**src/rtl/send_packet_gen.sv**
```systemverilog
// send_packet_gen: reads length-prefixed packets from RAM and streams them to the MAC TX FIFO.
// Define SEND_PKT_PAD_EN to pad packets shorter than 60 bytes with zero bytes.
module send_packet_gen #(
    parameter int TX_W      = 8,
    parameter int RAM_AW    = 10,
    parameter int CMD_DEPTH = 4,
    parameter int MAX_LEN   = 1518
) (
    input  logic              clk_original,
    input  logic              rst,
    output logic [RAM_AW-1:0] ram_addr,
    output logic              ram_chipselect,
    output logic              ram_write,
    input  logic [31:0]       ram_readdata,
    output logic [31:0]       ram_writedata,
    output logic [3:0]        ram_byteenable,
    input  logic              ram_waitrequest,
    output logic [TX_W-1:0]   ff_tx_data,
    output logic              ff_tx_sop,
    output logic              ff_tx_eop,
    output logic [1:0]        ff_tx_mod,
    output logic              ff_tx_err,
    output logic              ff_tx_wren,
    input  logic              ff_tx_rdy,
    input  logic [24:0]       start_ram_addr,
    input  logic              cmd_send,
    output logic              busy,
    output logic              pkt_done,
    output logic              pkt_err,
    output logic              cmd_overflow
);
    localparam int PW = $clog2(CMD_DEPTH);

    typedef enum logic [1:0] {IDLE, HDR, RD, TX} state_t;
    state_t state, state_n;

    logic [RAM_AW-1:0] fifo [CMD_DEPTH];
    logic [PW:0]       wr_ptr, rd_ptr;
    logic [RAM_AW-1:0] base, widx;
    logic [15:0]       len, tot, sent;
    logic [31:0]       wbuf, masked;
    logic [1:0]        lane;
    logic              empty, full, pop, push, xfer, eop, last_lane, rd_need, bad_len;
    logic              unused_addr;

    assign unused_addr = ^start_ram_addr[24:RAM_AW];

`ifdef SEND_PKT_PAD_EN
    assign tot = (len < 16'd60) ? 16'd60 : len;
`else
    assign tot = len;
`endif

    assign empty     = wr_ptr == rd_ptr;
    assign full      = (wr_ptr ^ rd_ptr) == {1'b1, {PW{1'b0}}};
    assign pop       = state == IDLE && !empty;
    assign push      = cmd_send && (!full || pop);
    assign rd_need   = sent < len;
    assign bad_len   = ram_readdata[15:0] == 16'd0 || ram_readdata[15:0] > 16'(MAX_LEN);
    assign xfer      = ff_tx_wren && ff_tx_rdy;
    assign eop       = state == TX && (sent + 16'(TX_W / 8) >= tot);
    assign last_lane = lane == 2'd3 || TX_W == 32;

    assign ram_chipselect = state == HDR || (state == RD && rd_need);
    assign ram_addr       = base + widx;
    assign ram_write      = 1'b0;
    assign ram_writedata  = 32'h0;
    assign ram_byteenable = 4'hF;
    assign ff_tx_err      = 1'b0;
    assign ff_tx_wren     = state == TX;
    assign ff_tx_sop      = ff_tx_wren && sent == 16'd0;
    assign ff_tx_eop      = eop;
    assign busy           = state != IDLE || !empty;

    if (TX_W == 8) begin : g_w8
        assign ff_tx_data = wbuf[8*lane +: 8];
        assign ff_tx_mod  = 2'd0;
    end else begin : g_w32
        assign ff_tx_data = {wbuf[7:0], wbuf[15:8], wbuf[23:16], wbuf[31:24]};
        assign ff_tx_mod  = eop ? 2'd0 - tot[1:0] : 2'd0;
    end

    // bytes past the real length are zeroed: padding and unused eop lanes
    always_comb begin
        masked = 32'h0;
        for (int j = 0; j < 4; j++)
            masked[8*j +: 8] = (sent + 16'(j) < len) ? ram_readdata[8*j +: 8] : 8'h00;
    end

    always_comb begin
        state_n = state;
        case (state)
            IDLE: state_n = empty ? IDLE : HDR;
            HDR:  state_n = ram_waitrequest ? HDR : bad_len ? IDLE : RD;
            RD:   state_n = (rd_need && ram_waitrequest) ? RD : TX;
            TX:   state_n = !ff_tx_rdy ? TX : eop ? IDLE : last_lane ? RD : TX;
        endcase
    end

    always_ff @(posedge clk_original or posedge rst)
        if (rst) state <= IDLE;
        else     state <= state_n;

    always_ff @(posedge clk_original or posedge rst) begin
        if (rst) begin
            wr_ptr       <= '0;
            rd_ptr       <= '0;
            base         <= '0;
            widx         <= '0;
            len          <= '0;
            sent         <= '0;
            wbuf         <= '0;
            lane         <= '0;
            pkt_done     <= 1'b0;
            pkt_err      <= 1'b0;
            cmd_overflow <= 1'b0;
        end else begin
            pkt_done     <= xfer && eop;
            pkt_err      <= state == HDR && !ram_waitrequest && bad_len;
            cmd_overflow <= cmd_send && full && !pop;
            if (push) wr_ptr <= wr_ptr + 1'b1;
            if (pop) begin
                rd_ptr <= rd_ptr + 1'b1;
                base   <= fifo[rd_ptr[PW-1:0]];
                widx   <= '0;
                sent   <= '0;
            end
            if (state == HDR && !ram_waitrequest) begin
                len  <= ram_readdata[15:0];
                widx <= RAM_AW'(1);
            end
            if (state == RD && state_n == TX) begin
                wbuf <= masked;
                lane <= 2'd0;
            end
            if (xfer) begin
                sent <= sent + 16'(TX_W / 8);
                lane <= lane + 2'd1;
                if (last_lane && !eop) widx <= widx + 1'b1;
            end
        end
    end

    always_ff @(posedge clk_original)
        if (push) fifo[wr_ptr[PW-1:0]] <= start_ram_addr[RAM_AW-1:0];
endmodule

```
**config.mk**
```make
export PLATFORM = sky130hd
export DESIGN_NAME = send_packet_gen
export DESIGN_NICKNAME = d
export VERILOG_FILES = /design/src/rtl/send_packet_gen.sv
export SDC_FILE = /design/constraint.sdc
export NUM_CORES = 1
export LEC_CHECK = 0
export BUFFER_PORTS_ARGS = -buffer_cell sky130_fd_sc_hd__buf_2
export CAP_MARGIN = 30
export CORE_MARGIN = 2
export CORE_UTILIZATION = 40
export DETAILED_ROUTE_END_ITERATION = 12
export GPL_TIMING_DRIVEN = 0
export PLACE_DENSITY_LB_ADDON = 0.05
export SLEW_MARGIN = 5
export SYNTH_ARGS = -nofsm -noshare
export SYNTH_HDL_FRONTEND = slang
export SYNTH_SLANG_ARGS = --single-unit
```
**constraint.sdc**
```tcl
create_clock -name clk_original -period 5.7 [get_ports clk_original]
set_clock_uncertainty 0.2 [all_clocks]
set_input_delay 1.14 -clock clk_original [delete_from_list [all_inputs] [get_ports clk_original]]
set_output_delay 1.14 -clock clk_original [all_outputs]
set_load 0.1 [all_outputs]
```
==> results.yml <==
global_route:
  overflow: 0
  grt_use_total: 0.204
  antenna_found_initial: 0
  grt_max_degree: 50
  grt_pass1_wl_mm: 34.8
  grt_pass1_vias: 6235
logic_synthesis:
  synth_top_cell_area_share: 0.283
  synth_edf_count: 40
  syn_avg_cell_area_sq_um: 10.4
  synth_area_leaders: "dfrtp_1 (28%), edfxtp_1 (14%), ha_1 (12%), mux4_2 (4.7%), nand2_1 (4.0%)"
  synthCells: 823
  ys_warn_count: 0
  yosysSeqAreaShare: 0.423
  synth_area_leader_cell: "dfrtp_1"
  synth.distinct_cells: 65
  synthFlopType: "dfrtp_1"
  synthArstFlopShare: 0.708
  ys_ff_latch: 137
  syn_area_sq_um: 8580
setup_path:
  slowest_stage: "or4_1"
  worst_path_most_repeated_cell: "nor2_2"
  cp_num_cells: 15
  required_ns: 4.36
  critical_path_buf_inv_count: 3
  critPathMaxStageDelay_ns: 0.52
  end_kind: "output port"
  crit_chain: "ha_4 -> nand3_2 -> or4_1 -> clkbuf_1 -> nor2_2 -> xor2_1 -> ha_1 -> nand4_1 -> or3_1 -> a21o_1 -> and3_1 -> buf_2 -> o21a_1 -> nor2_2 -> buf_12"
  crit_arrival_ns: 4.13
  start_kind: "flop"
  crit_type: "flop to output port"
  crit_fanout: 10
  ff2ff_path_depth: 13
  crit_family: "simple AND/OR/NAND/NOR gates"
sta:
  setup_viol: 0
  min_period_ns: 5.47
  slew_headroom: 0.472
  tightest_slew_ns: 0.792
  setup_slack_ns: 0.233
  slew_viol_final: 0
  setup-tns-final_ns: 0
  period_share: 0.959
  finalHoldViolations: 0
  fmax_ghz: 0.183
  rsz0062_at_grt: "no"
placed_design:
  pre_cts_ws_ns: 0.170
  portBuffers: 72
  place_hpwl_mm: 16.7
  place_congestion: 0.791
  placed_area_sq_um: 9480
clock_network:
  root_buffer: "clkbuf_16"
  tritoncts: "built"
  cts.sinks: 137
  numCtsBuffers: 17
  cts_buffer_depth: 2
  htreeDepth: 4
  path_clk_slew_ns: 0.07
  cts-hold-fix-buffers: 0
  clkLatencyLatePin_ns: 0.42
min_path:
  holdPathStages: 1
  hold_class: "flop to flop"
route:
  firstDrtPassIters: 5
  wl_met2_mm: 11.1
  drt_iter0_drc: 336
  drc: 0
  routed-wl-met3_um: 767
  wl_mm: 21.9
  ant_nets: 0
  wl_met1_mm: 9.92
  wl_per_cell_um: 17.6
  viasPerCell: 5.07
  vias: 6305
  highest_layer: "met4"
floorplanning:
  die_area_sq_um: 22600
  initial_core_util: 0.408
  num_rows: 53
  die_h_um: 150
  io_pins: 128
  fp.coreArea_sq_um: 21000
  die_x_um: 150
job:
  drv_cap: 0
pwr:
  ir_drop_mv: 0.808
  power.leakage_uw: 0.00470
  power_density_nw_per_um2: 523
final_layout:
  fillers: 1970
  diodes: 0
  syn_to_final_growth_pct: 18.4
  drive_gt1_frac: 0.224
  nets: 1102
  final_cell_area_sq_um: 10200
run_status:
  status: "finished clean"
## worst reg2reg max path, delay by kind of cell, from the launching register on
family | cells | cell delay (ns)
AND/OR/NAND/NOR | 6 | 1.60
AO/OA/AOI/OAI | 2 | 0.54
adder cells (fa/ha/maj) | 2 | 0.45
flip-flops | 1 | 0.43
multiplexers | 1 | 0.23
buffers and inverters | 1 | 0.19
XOR/XNOR | 1 | 0.18
## registers in the layout, summed over array words and instances (netlist names)
name and flops:
fifo 40, sent 16, rd_ptr 3, cmd_overflow 1, widx 10, wr_ptr 3
len 16, wbuf 32, state 2, pkt_err 1, base 10, pkt_done 1
lane 2
## worst paths after layout
kind	to	slack (ns)	startpoint
worst max-delay path	ff_tx_eop	0.23	sent[1]
min in group asynchronous	wr_ptr[1]	0.60	rst
max in group asynchronous	sent[1]	4.00	rst
worst min register to register	wbuf[20]	0.29	wbuf[20]
worst max register to register	widx[7]	1.80	sent[1]
worst min-delay path	wbuf[20]	0.29	wbuf[20]
## cell families after synthesis
kind of cell | Yosys count | share of synthesized area
AOI/OAI and AO/OA | 152 | 0.121
xor gates and xnor gates | 55 | 0.0561
adders and majority gates | 84 | 0.123
buffers and inverters | 114 | 0.0706
DFF | 137 | 0.423
muxes | 34 | 0.0675
other | 2 | 0.000875
and+or+nand+nor | 245 | 0.138
## synthesized netlist by cell type, drive strengths merged (11+ instances only)
cell type / number
dfrtp: 97
nand2: 92
ha: 83
buf: 61
o21ai: 59
nor2: 53
edfxtp: 40
inv: 36
xnor2: 29
xor2: 26
nand3: 25
a21oi: 20
mux4: 18
clkbuf: 17
a22o: 16
and3: 13
mux2: 11
nand4: 11
nor4: 11
## report_power, final
| part | switching (uW) | leakage [uW] | internal [uW] |
|---|---|---|---|
| clock | 512 | 0.000294 | 635 |
| sequential | 164 | 0.00160 | 1320 |
| combinational | 1900 | 0.00280 | 777 |
| total | 2580 | 0.00470 | 2740 |
## layer usage
| layer | global-route usage | vias to the layer above |
|---|---|---|
| met5 | 0 | - |
| met4 | 0.0415 | 0 |
| met3 | 0.0355 | 17 |
| met2 | 0.352 | 128 |
| met1 | 0.271 | 3007 |
| li1 | - | 3153 |
## area by class of cell
class	count	area, sq um	area share
well taps	275	344	0.0339
flip-flops and latches	137	3630	0.357
clock inverters	15	196	0.0193
multi-input cells	610	4530	0.445
inverters	36	138	0.0135
clock buffers	17	425	0.0419
plain buffers	77	467	0.0459
repair buffers	77	433	0.0426
## per-stage QoR
step / total power [uW] / instances / hold WS (ns) / utilization
2_1_floorplan: 3610 / 861 / 0.251 / -
3_3_place_gp: 4180 / 1208 / 0.273 / 0.449
3_5_place_dp: 4190 / 1210 / 0.276 / 0.451
4_1_cts: 5360 / 1242 / 0.291 / 0.481
5_1_grt: 5650 / 1244 / 0.308 / 0.483
6_report: 5310 / 1244 / 0.291 / 0.483
## cells in the final DEF (no fill, tap or decap), drive strengths merged, types with 5 or more instances in the layout
master  instances
nor2           53
and2            8
a21oi          20
o31ai          10
nor2b           5
nand3          25
clkbuf         33
mux2i           5
nor4           11
dfrtp          97
o21ai          59
inv            43
nand2          92
mux4           18
a32o            8
xor2           26
ha             83
nand4          11
mux2           11
edfxtp         40
o211ai          5
a211oi          6
conb           40
nor3           10
a22o           16
and3           13
xnor2          29
buf           138
## what timing repair did
| item | in CTS | in global routing |
|---|---|---|
| setup buffers | 0 | 3 |
| cloned | 0 | 0 |
| setup endpoints to repair | 1 | 1 |
| gates resized for setup | 4 | 8 |
Power figures use the tool's default switching activity.
